--- src/rtl/muldiv_pkg.sv ---
// Shared definitions for the iterative multiply/divide sequencer:
// operation encodings, FSM state enum and the default operand width.
package muldiv_pkg;

  localparam int WIDTH_DEFAULT = 32;

  typedef enum logic [1:0] {
    OP_MULT  = 2'b00,
    OP_MULTU = 2'b01,
    OP_DIV   = 2'b10,
    OP_DIVU  = 2'b11
  } op_e;

  typedef enum logic [1:0] {
    S_IDLE  = 2'b00,
    S_PREP  = 2'b01,
    S_RUN   = 2'b10,
    S_FIXUP = 2'b11
  } state_e;

endpackage

--- src/rtl/muldiv_ctrl_if.sv ---
// EX-stage <-> mul/div unit bundle. The master side is the pipeline (EX),
// the slave side is the muldiv_ctrl sequencer.
interface muldiv_ctrl_if #(parameter int WIDTH = muldiv_pkg::WIDTH_DEFAULT);

  logic             start;
  logic [1:0]       op;
  logic [WIDTH-1:0] src_a;
  logic [WIDTH-1:0] src_b;
  logic             flush;
  logic             hilo_rd;
  logic             busy;
  logic             stall;
  logic             done;
  logic             div_by_zero;
  logic [WIDTH-1:0] hi;
  logic [WIDTH-1:0] lo;

  modport master (
    output start, op, src_a, src_b, flush, hilo_rd,
    input  busy, stall, done, div_by_zero, hi, lo
  );

  modport slave (
    input  start, op, src_a, src_b, flush, hilo_rd,
    output busy, stall, done, div_by_zero, hi, lo
  );

endinterface

--- src/rtl/muldiv_step.sv ---
// One combinational iteration of the shared mul/div loop.
// Multiply: shift-add on the {acc, q} pair, q holds the multiplier and
// collects the low product bits from the top.
// Divide: restoring step, {acc, q} shifts left, q collects quotient bits.
module muldiv_step #(
  parameter int WIDTH = 32
) (
  input  logic             is_div_i,
  input  logic [WIDTH-1:0] acc_i,
  input  logic [WIDTH-1:0] q_i,
  input  logic [WIDTH-1:0] m_i,
  output logic [WIDTH-1:0] acc_o,
  output logic [WIDTH-1:0] q_o
);

  logic [WIDTH:0] sum;
  logic [WIDTH:0] shifted;
  logic [WIDTH:0] diff;

  // Select between add-and-shift-right and trial-subtract-and-shift-left
  always_comb begin
    sum     = {1'b0, acc_i} + (q_i[0] ? {1'b0, m_i} : '0);
    shifted = {acc_i, q_i[WIDTH-1]};
    diff    = shifted - {1'b0, m_i};
    acc_o   = sum[WIDTH:1];
    q_o     = {sum[0], q_i[WIDTH-1:1]};
    if (is_div_i) begin
      if (!diff[WIDTH]) begin
        acc_o = diff[WIDTH-1:0];
        q_o   = {q_i[WIDTH-2:0], 1'b1};
      end else begin
        acc_o = shifted[WIDTH-1:0];
        q_o   = {q_i[WIDTH-2:0], 1'b0};
      end
    end
  end

endmodule

--- src/rtl/muldiv_ctrl.sv ---
// Sequencer for the shared iterative multiply/divide unit behind EX.
// Runs MULT/MULTU/DIV/DIVU as PREP -> WIDTH RUN steps -> FIXUP, then writes
// HI/LO and pulses done. Stalls the pipeline when EX presents a new mul/div
// or an MFHI/MFLO while an operation is in flight.
// Optional build macro MULDIV_PERF_EN adds saturating perf counters
// perf_stall_cnt and perf_ops.
module muldiv_ctrl
  import muldiv_pkg::*;
#(
  parameter int WIDTH = WIDTH_DEFAULT
) (
  input  logic        clk,
  input  logic        rst_n,
  muldiv_ctrl_if.slave bus
`ifdef MULDIV_PERF_EN
  ,
  output logic [31:0] perf_stall_cnt,
  output logic [31:0] perf_ops
`endif
);

  localparam int CW = (WIDTH > 1) ? $clog2(WIDTH) : 1;

  state_e           state_q, state_d;
  op_e              op_q;
  logic [WIDTH-1:0] a_q, b_q;
  logic [WIDTH-1:0] acc_q, q_q, m_q;
  logic [WIDTH-1:0] hi_q, lo_q;
  logic [CW-1:0]    cnt_q;
  logic             negLo_q, negHi_q;
  logic             done_q, dbz_q;

  logic             isDiv, isSigned, bZero;
  logic [WIDTH-1:0] magA, magB;
  logic [WIDTH-1:0] accStep, qStep;
  logic [WIDTH-1:0] fixHi, fixLo;
  logic             fixDbz;
  logic [2*WIDTH-1:0] prod, prodFix;
  logic             busyW, stallW;

  // Decode the latched operation and form operand magnitudes for signed ops
  always_comb begin
    isDiv    = (op_q == OP_DIV) || (op_q == OP_DIVU);
    isSigned = (op_q == OP_MULT) || (op_q == OP_DIV);
    bZero    = (b_q == '0);
    magA     = (isSigned && a_q[WIDTH-1]) ? -a_q : a_q;
    magB     = (isSigned && b_q[WIDTH-1]) ? -b_q : b_q;
  end

  muldiv_step #(.WIDTH(WIDTH)) u_step (
    .is_div_i (isDiv),
    .acc_i    (acc_q),
    .q_i      (q_q),
    .m_i      (m_q),
    .acc_o    (accStep),
    .q_o      (qStep)
  );

  // Sign correction and divide-by-zero override applied in FIXUP
  always_comb begin
    prod    = {acc_q, q_q};
    prodFix = negLo_q ? -prod : prod;
    fixHi   = prodFix[2*WIDTH-1:WIDTH];
    fixLo   = prodFix[WIDTH-1:0];
    fixDbz  = 1'b0;
    if (isDiv) begin
      if (bZero) begin
        fixHi  = a_q;
        fixLo  = '1;
        fixDbz = 1'b1;
      end else begin
        fixHi = negHi_q ? -acc_q : acc_q;
        fixLo = negLo_q ? -q_q : q_q;
      end
    end
  end

  // FSM state register
  always_ff @(posedge clk or negedge rst_n) begin
    if (!rst_n) state_q <= S_IDLE;
    else        state_q <= state_d;
  end

  // FSM next state; flush returns to IDLE from anywhere and beats start
  always_comb begin
    state_d = state_q;
    if (bus.flush) begin
      state_d = S_IDLE;
    end else begin
      case (state_q)
        S_IDLE:  if (bus.start) state_d = S_PREP;
        S_PREP:  state_d = S_RUN;
        S_RUN:   if (cnt_q == CW'(WIDTH-1)) state_d = S_FIXUP;
        S_FIXUP: state_d = S_IDLE;
        default: state_d = S_IDLE;
      endcase
    end
  end

  // FSM outputs: busy while not idle, stall only when EX needs the unit
  always_comb begin
    busyW  = (state_q != S_IDLE);
    stallW = busyW & (bus.start | bus.hilo_rd);
  end

  // Datapath: operand latch, iteration registers, HI/LO and result pulses
  always_ff @(posedge clk or negedge rst_n) begin
    if (!rst_n) begin
      op_q    <= OP_MULT;
      a_q     <= '0;
      b_q     <= '0;
      acc_q   <= '0;
      q_q     <= '0;
      m_q     <= '0;
      hi_q    <= '0;
      lo_q    <= '0;
      cnt_q   <= '0;
      negLo_q <= 1'b0;
      negHi_q <= 1'b0;
      done_q  <= 1'b0;
      dbz_q   <= 1'b0;
    end else begin
      done_q <= 1'b0;
      dbz_q  <= 1'b0;
      if (!bus.flush) begin
        case (state_q)
          S_IDLE: begin
            if (bus.start) begin
              op_q <= op_e'(bus.op);
              a_q  <= bus.src_a;
              b_q  <= bus.src_b;
            end
          end
          S_PREP: begin
            cnt_q <= '0;
            acc_q <= '0;
            if (isDiv) begin
              q_q     <= magA;
              m_q     <= magB;
              negHi_q <= isSigned & a_q[WIDTH-1];
            end else begin
              q_q     <= magB;
              m_q     <= magA;
              negHi_q <= 1'b0;
            end
            negLo_q <= isSigned & (a_q[WIDTH-1] ^ b_q[WIDTH-1]);
          end
          S_RUN: begin
            acc_q <= accStep;
            q_q   <= qStep;
            cnt_q <= cnt_q + CW'(1);
          end
          S_FIXUP: begin
            hi_q   <= fixHi;
            lo_q   <= fixLo;
            done_q <= 1'b1;
            dbz_q  <= fixDbz;
          end
          default: ;
        endcase
      end
    end
  end

  assign bus.busy        = busyW;
  assign bus.stall       = stallW;
  assign bus.done        = done_q;
  assign bus.div_by_zero = dbz_q;
  assign bus.hi          = hi_q;
  assign bus.lo          = lo_q;

`ifdef MULDIV_PERF_EN
  logic [31:0] stallCnt_q, opsCnt_q;

  // Saturating counters of stall cycles and completed operations
  always_ff @(posedge clk or negedge rst_n) begin
    if (!rst_n) begin
      stallCnt_q <= '0;
      opsCnt_q   <= '0;
    end else begin
      if (stallW && (stallCnt_q != '1)) stallCnt_q <= stallCnt_q + 32'd1;
      if (done_q && (opsCnt_q != '1))   opsCnt_q   <= opsCnt_q + 32'd1;
    end
  end

  assign perf_stall_cnt = stallCnt_q;
  assign perf_ops       = opsCnt_q;
`endif

endmodule
--- src/flat_wrapper.sv ---
// flat-port wrapper written by rule: the top's interface ports become plain ports
module muldiv_ctrl_flat import muldiv_pkg::*;
#(
  parameter int WIDTH = WIDTH_DEFAULT
)
  (clk, rst_n, bus_start, bus_op, bus_src_a, bus_src_b, bus_flush, bus_hilo_rd, bus_busy, bus_stall, bus_done, bus_div_by_zero, bus_hi, bus_lo);
  muldiv_ctrl_if #(.WIDTH(WIDTH)) bus_i ();
  input  logic clk;
  input  logic rst_n;
  input wire logic [$bits(bus_i.start)-1:0] bus_start;
  input wire logic [$bits(bus_i.op)-1:0] bus_op;
  input wire logic [$bits(bus_i.src_a)-1:0] bus_src_a;
  input wire logic [$bits(bus_i.src_b)-1:0] bus_src_b;
  input wire logic [$bits(bus_i.flush)-1:0] bus_flush;
  input wire logic [$bits(bus_i.hilo_rd)-1:0] bus_hilo_rd;
  output wire logic [$bits(bus_i.busy)-1:0] bus_busy;
  output wire logic [$bits(bus_i.stall)-1:0] bus_stall;
  output wire logic [$bits(bus_i.done)-1:0] bus_done;
  output wire logic [$bits(bus_i.div_by_zero)-1:0] bus_div_by_zero;
  output wire logic [$bits(bus_i.hi)-1:0] bus_hi;
  output wire logic [$bits(bus_i.lo)-1:0] bus_lo;
  assign bus_i.start = bus_start;
  assign bus_i.op = bus_op;
  assign bus_i.src_a = bus_src_a;
  assign bus_i.src_b = bus_src_b;
  assign bus_i.flush = bus_flush;
  assign bus_i.hilo_rd = bus_hilo_rd;
  assign bus_busy = bus_i.busy;
  assign bus_stall = bus_i.stall;
  assign bus_done = bus_i.done;
  assign bus_div_by_zero = bus_i.div_by_zero;
  assign bus_hi = bus_i.hi;
  assign bus_lo = bus_i.lo;
  muldiv_ctrl #(.WIDTH(WIDTH)) u_core (.clk(clk), .rst_n(rst_n), .bus(bus_i));
endmodule
--- config.mk ---
export PLATFORM = sky130hd
export DESIGN_NAME = muldiv_ctrl_flat
export DESIGN_NICKNAME = d
export VERILOG_FILES = /design/src/rtl/muldiv_pkg.sv /design/src/rtl/muldiv_ctrl_if.sv /design/src/rtl/muldiv_step.sv /design/src/rtl/muldiv_ctrl.sv /design/src/flat_wrapper.sv
export SDC_FILE = /design/constraint.sdc
export NUM_CORES = 1
export LEC_CHECK = 0
export CAP_MARGIN = 10
export CORE_ASPECT_RATIO = 1.1
export CORE_UTILIZATION = 55
export DETAILED_ROUTE_END_ITERATION = 8
export GPL_ROUTABILITY_DRIVEN = 0
export PLACE_DENSITY = 0.88
export RECOVER_POWER = 25
export SLEW_MARGIN = 10
export SYNTH_ARGS = -nofsm -noshare
export SYNTH_HDL_FRONTEND = slang
export SYNTH_HIERARCHICAL = 1
export SYNTH_SLANG_ARGS = --single-unit
export TNS_END_PERCENT = 20
--- constraint.sdc ---
create_clock -name clk -period 3.4 [get_ports clk]
set_input_delay 0.68 -clock clk [delete_from_list [all_inputs] [get_ports clk]]
set_output_delay 0.68 -clock clk [all_outputs]
set_load 0.02 [all_outputs]
==> impl_metrics.toml, run 1 <==
[run_status]
outcome = "complete, but fails checks"
violations = "max-capacitance violations, max-slew violations, negative setup slack"

[synthesis]
synth-seq-cells = 237
yosysSeqAreaShare_pct = 31.96
yosys.area.top_type = "dfrtp_1"
yosys_warnings = 6
syn-num-nets = 2355
synth_area_leaders = "dfrtp_1, mux2_2, nand2_1"
ys_top_cells_by_count = "nand2_1, dfrtp_1, nor2_1"
synth_top_area_share_pct = 31.96
synth_top_flop_cell = "dfrtp_1"
synthArstFlopShare_pct = 100.0
syn-mean-instance-area_um2 = 8.408
synthMostInstantiatedCell = "nand2_1"
synth_enable_flop_cells = 0
synthCells = 2207
synth_area_mm2 = 0.01856
synth.distinct_cells = 84

[drt]
wl_met2_mm = 29.32
detail-route-antenna-nets = 0
wl_met1_mm = 22.90
drt_iter0_drc = 3104
drt_wl_total_mm = 67.21
first_pass_iters = 9
vias = 19298
route.detailed.drc = 0
viasPerCell = 6.957
top_layer_used = "met5"
wl_met3_mm = 8.952
avgRoutedWirePerCell_um = 24.23

[worst_setup_path]
reg2reg_setup_slack_ps = -80
slowest_stage = "or3_1"
rr_worst_depth = 6
crit_type = "register to register"
path_cells = "nor4_1 > nand4_1 > or3_1 > o211a_1 > or4_1 > o22a_1"
cp_num_buf_inv = 0
endpoint_kind = "register"
cp.arrival_ps = 3920
crit_path_start_kind = "register"
worstReg2RegStart = "u_core/q_q[13]"
worst_ep_required_time_ps = 3840
crit_fanout = 11
crit_family = "simple AND/OR/NAND/NOR gates"
rr_endpoint = "u_core/bus.hi[17]"
crit_path_max_incr_delay_ps = 780

[placement]
dp_hpwl_mm = 47.01
placed_area_mm2 = 0.02073
port_buffers = 138
place_ws_ps = -0.6886

[hold_path]
hold_class = "register to register"
min-delay-start = "u_core/cnt_q[4]"
min_to = "u_core/cnt_q[4]"
whs_path_depth = 2

[die]
fp.coreArea_mm2 = 0.03319
start_util_pct = 55.90
pin_count = 139
die_y_um = 194.6
die_w_um = 177.1
row_count = 70
die_area_mm2 = 0.03448

[sta]
grt_setup_unrepaired = "yes"
fmax_ghz = 0.2874
slew_headroom_pct = -62.38
finalMaxSlewViolations = 96
finalSetupViolCount = 1
finalClockSkew_ps = 19.87
max_slew.worst_pin.slew_ps = 2436
min_period_over_period_pct = 102.3
hold_viol = 0
setup_ws_ps = -79.20
post-route-min-period_ps = 3479

[finish]
nets = 2470
stdcell_area_mm2 = 0.02176
syn2layout_area_growth_pct = 17.26
drive_gt1_share_pct = 13.21
filler_cell_count = 2419

[clock_tree]
cts.sinks = 237
htree_num_levels = 1
clkTransAtPathRegs_ps = 60
clock_path_buffers = 3
hold_buffers = 0
cts_tree = "done"
cts_made_buffers = 25
clock-root-buffer = "clkbuf_16"
insertion_delay_ps = 570

[global_routing]
grt_usage_pct = 38.23
grt_overflow = 0
grt_pass1_wl_mm = 102.3
grt_max_degree = 97
grt_pass1_vias = 18454
antenna_found_initial = 7

[pwr]
peakVddDrop_mv = 0.6786
p_per_area_mw_per_mm2 = 1072
leakagePower_nw = 9.378

[run]
cap_violations = 1
-- what timing repair did --
action                     in CTS  in global routing
cloned                          0                  1
buffers inserted                0                  4
setup endpoints to repair       6                 38
gates resized for setup         1                 34
hold endpoints to repair        0                  0
pin swaps                       0                  9
-- through the flow --
step	TNS, ps	hold slack (ps)	power, mW	std cells	util (%)
floorplan	0	384.4	14.37	2207	-
global placement	0	457.5	18.66	2722	62.45
detailed placement	-0.6886	464.5	19.16	2722	62.45
CTS	0	173.2	22.22	2766	64.98
global route	-480.6	498.9	24.30	2772	65.54
finish	-79.20	482.8	23.33	2774	65.55
-- layout by cell type, fill, tap and decap left out, types with 10 or more instances in the layout --
master           instances
nand2_1                260
dfrtp_1                231
nor2_1                 168
clkdlybuf4s50_1        137
a21oi_1                128
o21ai_0                117
mux2_2                 108
xnor2_1                103
buf_4                   93
xor2_1                  82
nand3_1                 74
ha_1                    68
inv_1                   63
a31oi_1                 60
mux2i_1                 47
and2_1                  39
nor3_1                  36
o31ai_1                 34
clkbuf_16               26
and3_1                  26
nor4_1                  22
o221ai_1                21
or3_1                   21
o41ai_1                 21
o211ai_1                21
a21o_1                  20
nor2b_1                 19
nand4_1                 17
a211oi_1                17
o22a_1                  16
or4_1                   14
nand2b_1                13
o21a_1                  13
clkbuf_1                11
or2_2                   10
-- per-layer routing --
layer | track usage [%] | up-vias
li1 | - | 8211
met1 | 45.48 | 8962
met2 | 58.22 | 1646
met3 | 11.80 | 475
met4 | 27.46 | 4
met5 | 0 | -
-- worst min-delay path, delay by kind of cell, from the launching register on --
| family | cells | cell delay (ps) |
|---|---|---|
| simple gates | 2 | 100 |
| flops | 1 | 350 |
-- registers in the layout (all words and copies together) (netlist names) --
name and count:
u_core/bus.div_by_zero 1, u_core/m_q 32, u_core/negLo_q 1, u_core/acc_q 32, u_core/bus.lo 32, u_core/cnt_q 5
u_core/op_q 2, u_core/a_q 32, u_core/q_q 32, u_core/state_q 2, u_core/bus.done 1, u_core/bus.hi 32
u_core/b_q 32, u_core/negHi_q 1
-- worst max-delay path by stage --
stage	start	endpoint	slack (ps)	cells after the start
4_1_cts	u_core/q_q[31]	u_core/acc_q[1]	30	15
2_1_floorplan	u_core/q_q[0]	u_core/acc_q[31]	90	15
3_3_place_gp	u_core/q_q[0]	u_core/acc_q[30]	130	14
3_5_place_dp	u_core/q_q[31]	u_core/acc_q[24]	-0.7	16
5_1_grt	u_core/q_q[0]	u_core/acc_q[30]	-70	14
6_report	u_core/q_q[13]	u_core/bus.hi[17]	-80	6
-- cell families (layout without fill, tap and decap cells) --
group	count (synthesis)	in the layout	share of synthesized area, %
multiplexers	155	155	9.089
XOR/XNOR	187	187	8.927
flip-flops	237	237	31.96
adder cells (fa/ha/maj)	77	77	5.273
AND/OR/NAND/NOR	759	759	19.55
buffers and inverters	216	348	4.484
AO/OA/AOI/OAI	576	576	20.72
other	0	3	0
-- report_power, final --
| part | internal, mW | switching (mW) | total [mW] |
|---|---|---|---|
| sequential | 4.04 | 2.04 | 6.08 |
| combinational | 5.73 | 8.61 | 14.3 |
| clock | 1.69 | 1.21 | 2.90 |
-- cell type report --
class,count,area (µm²),area share (%)
timing repair buffer,240,2235,10.27
tap,432,540.5,2.484
inverter,64,240.2,1.104
sequential,237,5941,27.30
multi-input combinational,1754,11960,54.98
clock inverter,7,152.6,0.7015
antenna,3,7.507,0.03450
clock buffer,37,680.7,3.128
Power figures use the tool's default switching activity.
==> run 2: changes to the inputs <==
--- a/config.mk
+++ b/config.mk
@@ -6,11 +6,11 @@
 export NUM_CORES = 1
 export LEC_CHECK = 0
 export CAP_MARGIN = 10
-export CORE_ASPECT_RATIO = 1.1
-export CORE_UTILIZATION = 55
+export CORE_ASPECT_RATIO = 2
+export CORE_UTILIZATION = 60
 export DETAILED_ROUTE_END_ITERATION = 8
 export GPL_ROUTABILITY_DRIVEN = 0
-export PLACE_DENSITY = 0.88
+export PLACE_DENSITY = 0.83
 export RECOVER_POWER = 25
 export SLEW_MARGIN = 10
 export SYNTH_ARGS = -nofsm -noshare
==> constraint.sdc (replaced) <==
create_clock -name clk -period 3.5 [get_ports clk]
set_input_delay 0.7 -clock clk [delete_from_list [all_inputs] [get_ports clk]]
set_output_delay 0.7 -clock clk [all_outputs]
set_load 0.02 [all_outputs]
==> run 2 against run 1 <==
Effect of this change: the run still ends with max-capacitance violations, max-slew violations, negative setup slack left; utilization is 5.5 points higher; combinational power hardly changed; register-to-register slack better by 80 ps; final cell count down 2.4%; total power decreased by 2.7%; global-route usage rose by 6.2 points; sequential share of layout area is 0.29 points higher; flip-flop and latch count is the same; via count fell by 0.79%; die area down 8.1%; design area fell by 1.1%; sequential power down 3%.
==> impl_metrics.toml, run 2 (same netlist as run 1, synthesis figures left out) <==
[run_status]
violations = "max-capacitance violations, max-slew violations, negative setup slack"
outcome = "complete, but fails checks"

[drt]
vias = 19145
viasPerCell = 7.070
first_pass_iters = 9
avgRoutedWirePerCell_um = 25.94
route.detailed.drc = 0
detail-route-antenna-nets = 0
drt_wl_total_mm = 70.23
drt_iter0_drc = 2591

[sta]
min_period_over_period_pct = 100.1
finalClockSkew_ps = 30.28
post-route-min-period_ps = 3502
finalMaxSlewViolations = 125
finalSetupViolCount = 1
setup_ws_ps = -2.260
grt_setup_unrepaired = "yes"
slew_headroom_pct = -11.63
fmax_ghz = 0.2855
max_slew.worst_pin.slew_ps = 1674
hold_viol = 0

[worst_setup_path]
crit_path_max_incr_delay_ps = 770
cp.arrival_ps = 3930
worst_ep_required_time_ps = 3930
cp_num_buf_inv = 0
crit_fanout = 11
crit_family = "simple AND/OR/NAND/NOR gates"
path_cells = "or4_4 > or3_1 > or3_1 > o41ai_1 > xnor2_1 > a221o_1"
crit_type = "register to register"
slowest_stage = "or3_1"
crit_path_start_kind = "register"
crit_path_frequent_cell = "or3_1"
endpoint_kind = "register"

[finish]
stdcell_area_mm2 = 0.02152
layout_commonest_cell = "nand2_1"
syn2layout_area_growth_pct = 15.96
nets = 2473
layout_common_cells = "nand2_1, dfrtp_1, nor2_1, clkdlybuf4s50_1, a21oi_1"
drive_gt1_share_pct = 12.95
final_util_pct = 71.04

[die]
die_y_um = 250.7
fp.coreArea_mm2 = 0.03029
row_count = 90
start_util_pct = 61.26
die_area_mm2 = 0.03168
pin_count = 139
die_w_um = 126.4

[pwr]
leakagePower_nw = 9.360
p_int_mw = 10.88
power_frac_seq_pct = 26.0
p_switching_mw = 11.81
pwr-share-comb_pct = 62.6
p_sw_share_pct = 52.05
peakVddDrop_mv = 0.7719
p_clk_share_pct = 11.4
p_per_area_mw_per_mm2 = 1055

[clock_tree]
cts_tree = "done"
htree_num_levels = 1
cts.sinks = 237
clock_path_buffers = 3
clock-root-buffer = "clkbuf_16"
insertion_delay_ps = 550
clkTransAtPathRegs_ps = 70
cts_made_buffers = 23
hold_buffers = 0

[hold_path]
hold_class = "register to register"

[run]
cap_violations = 2

[global_routing]
grt_overflow = 0
grt_usage_pct = 44.42
grt_pass1_wl_mm = 105.7
grt_max_degree = 89
antenna_found_initial = 0
grt_pass1_vias = 18848

[placement]
placed_area_mm2 = 0.02067
port_buffers = 138
dp_hpwl_mm = 50.97
==> run 2: through the flow <==
| step | hold WS, ps | instances | TNS, ps | total power, mW | setup slack (ps) |
|---|---|---|---|---|---|
| after floorplan | 404.4 | 2207 | 0 | 13.96 | 194.8 |
| after global placement | 456.0 | 2660 | 0 | 18.57 | 108.4 |
| after detailed placement | 487.2 | 2660 | 0 | 18.93 | 9.413 |
| after CTS | 118.2 | 2699 | 0 | 21.59 | 6.874 |
| after global routing | 527.6 | 2707 | -12.16 | 23.63 | -12.16 |
| final | 501.7 | 2708 | -2.260 | 22.69 | -2.260 |
==> run 2: metal layers <==
| layer | routed length, µm | track usage, % |
|---|---|---|
| met5 | 0 | 0 |
| met2 | 33370 | 73.40 |
| met3 | 7040 | 12.52 |
| met4 | 8777 | 45.54 |
| met1 | 21040 | 43.10 |
==> run 2: path summary, 6_finish.rpt <==
path	from	to	slack, ps	cells after the start
max in group asynchronous	rst_n	u_core/q_q[0]	500	2
max reg2reg	u_core/q_q[26]	u_core/bus.hi[27]	-2	6
min in group asynchronous	rst_n	u_core/a_q[16]	580	1
max	u_core/q_q[26]	u_core/bus.hi[27]	-2	6
min reg2reg	u_core/bus.hi[5]	u_core/bus.hi[5]	500	2
min	u_core/bus.hi[5]	u_core/bus.hi[5]	500	2
==> run 2: what timing repair did <==
| item | CTS | global route |
|---|---|---|
| endpoints found under the hold margin | 0 | 0 |
| gates resized for setup | 0 | 17 |
| endpoints found under the setup margin | 0 | 32 |
| buffers inserted | 0 | 8 |
==> run 2: tightest hold or removal path, delay by kind of cell, from the launching register on <==
| family | cells | cell delay [ps] |
|---|---|---|
| AO/OA/AOI/OAI | 1 | 60 |
| flip-flops | 1 | 350 |
| AND/OR/NAND/NOR | 1 | 50 |
==> run 2: layout make-up <==
cell class / instances / area [µm²]
Sequential cell: 237 / 5937
Fill cell: 2285 / 8773
Timing Repair Buffer: 245 / 2233
Multi-Input combinational cell: 1754 / 11900
Tap cell: 368 / 460.4
Clock buffer: 29 / 608.1
Clock inverter: 10 / 140.1
Inverter: 64 / 240.2
Antenna cell: 1 / 2.502
==> run 2: power groups by stage <==
stage	clock (mW)	combinational (mW)	sequential (mW)
final	2.58	14.2	5.90
after global routing	2.69	15.0	5.99
after CTS	2.60	13.2	5.74
after detailed placement	0	13.1	5.79
after global placement	0	12.9	5.72
after floorplan	0	8.58	5.38
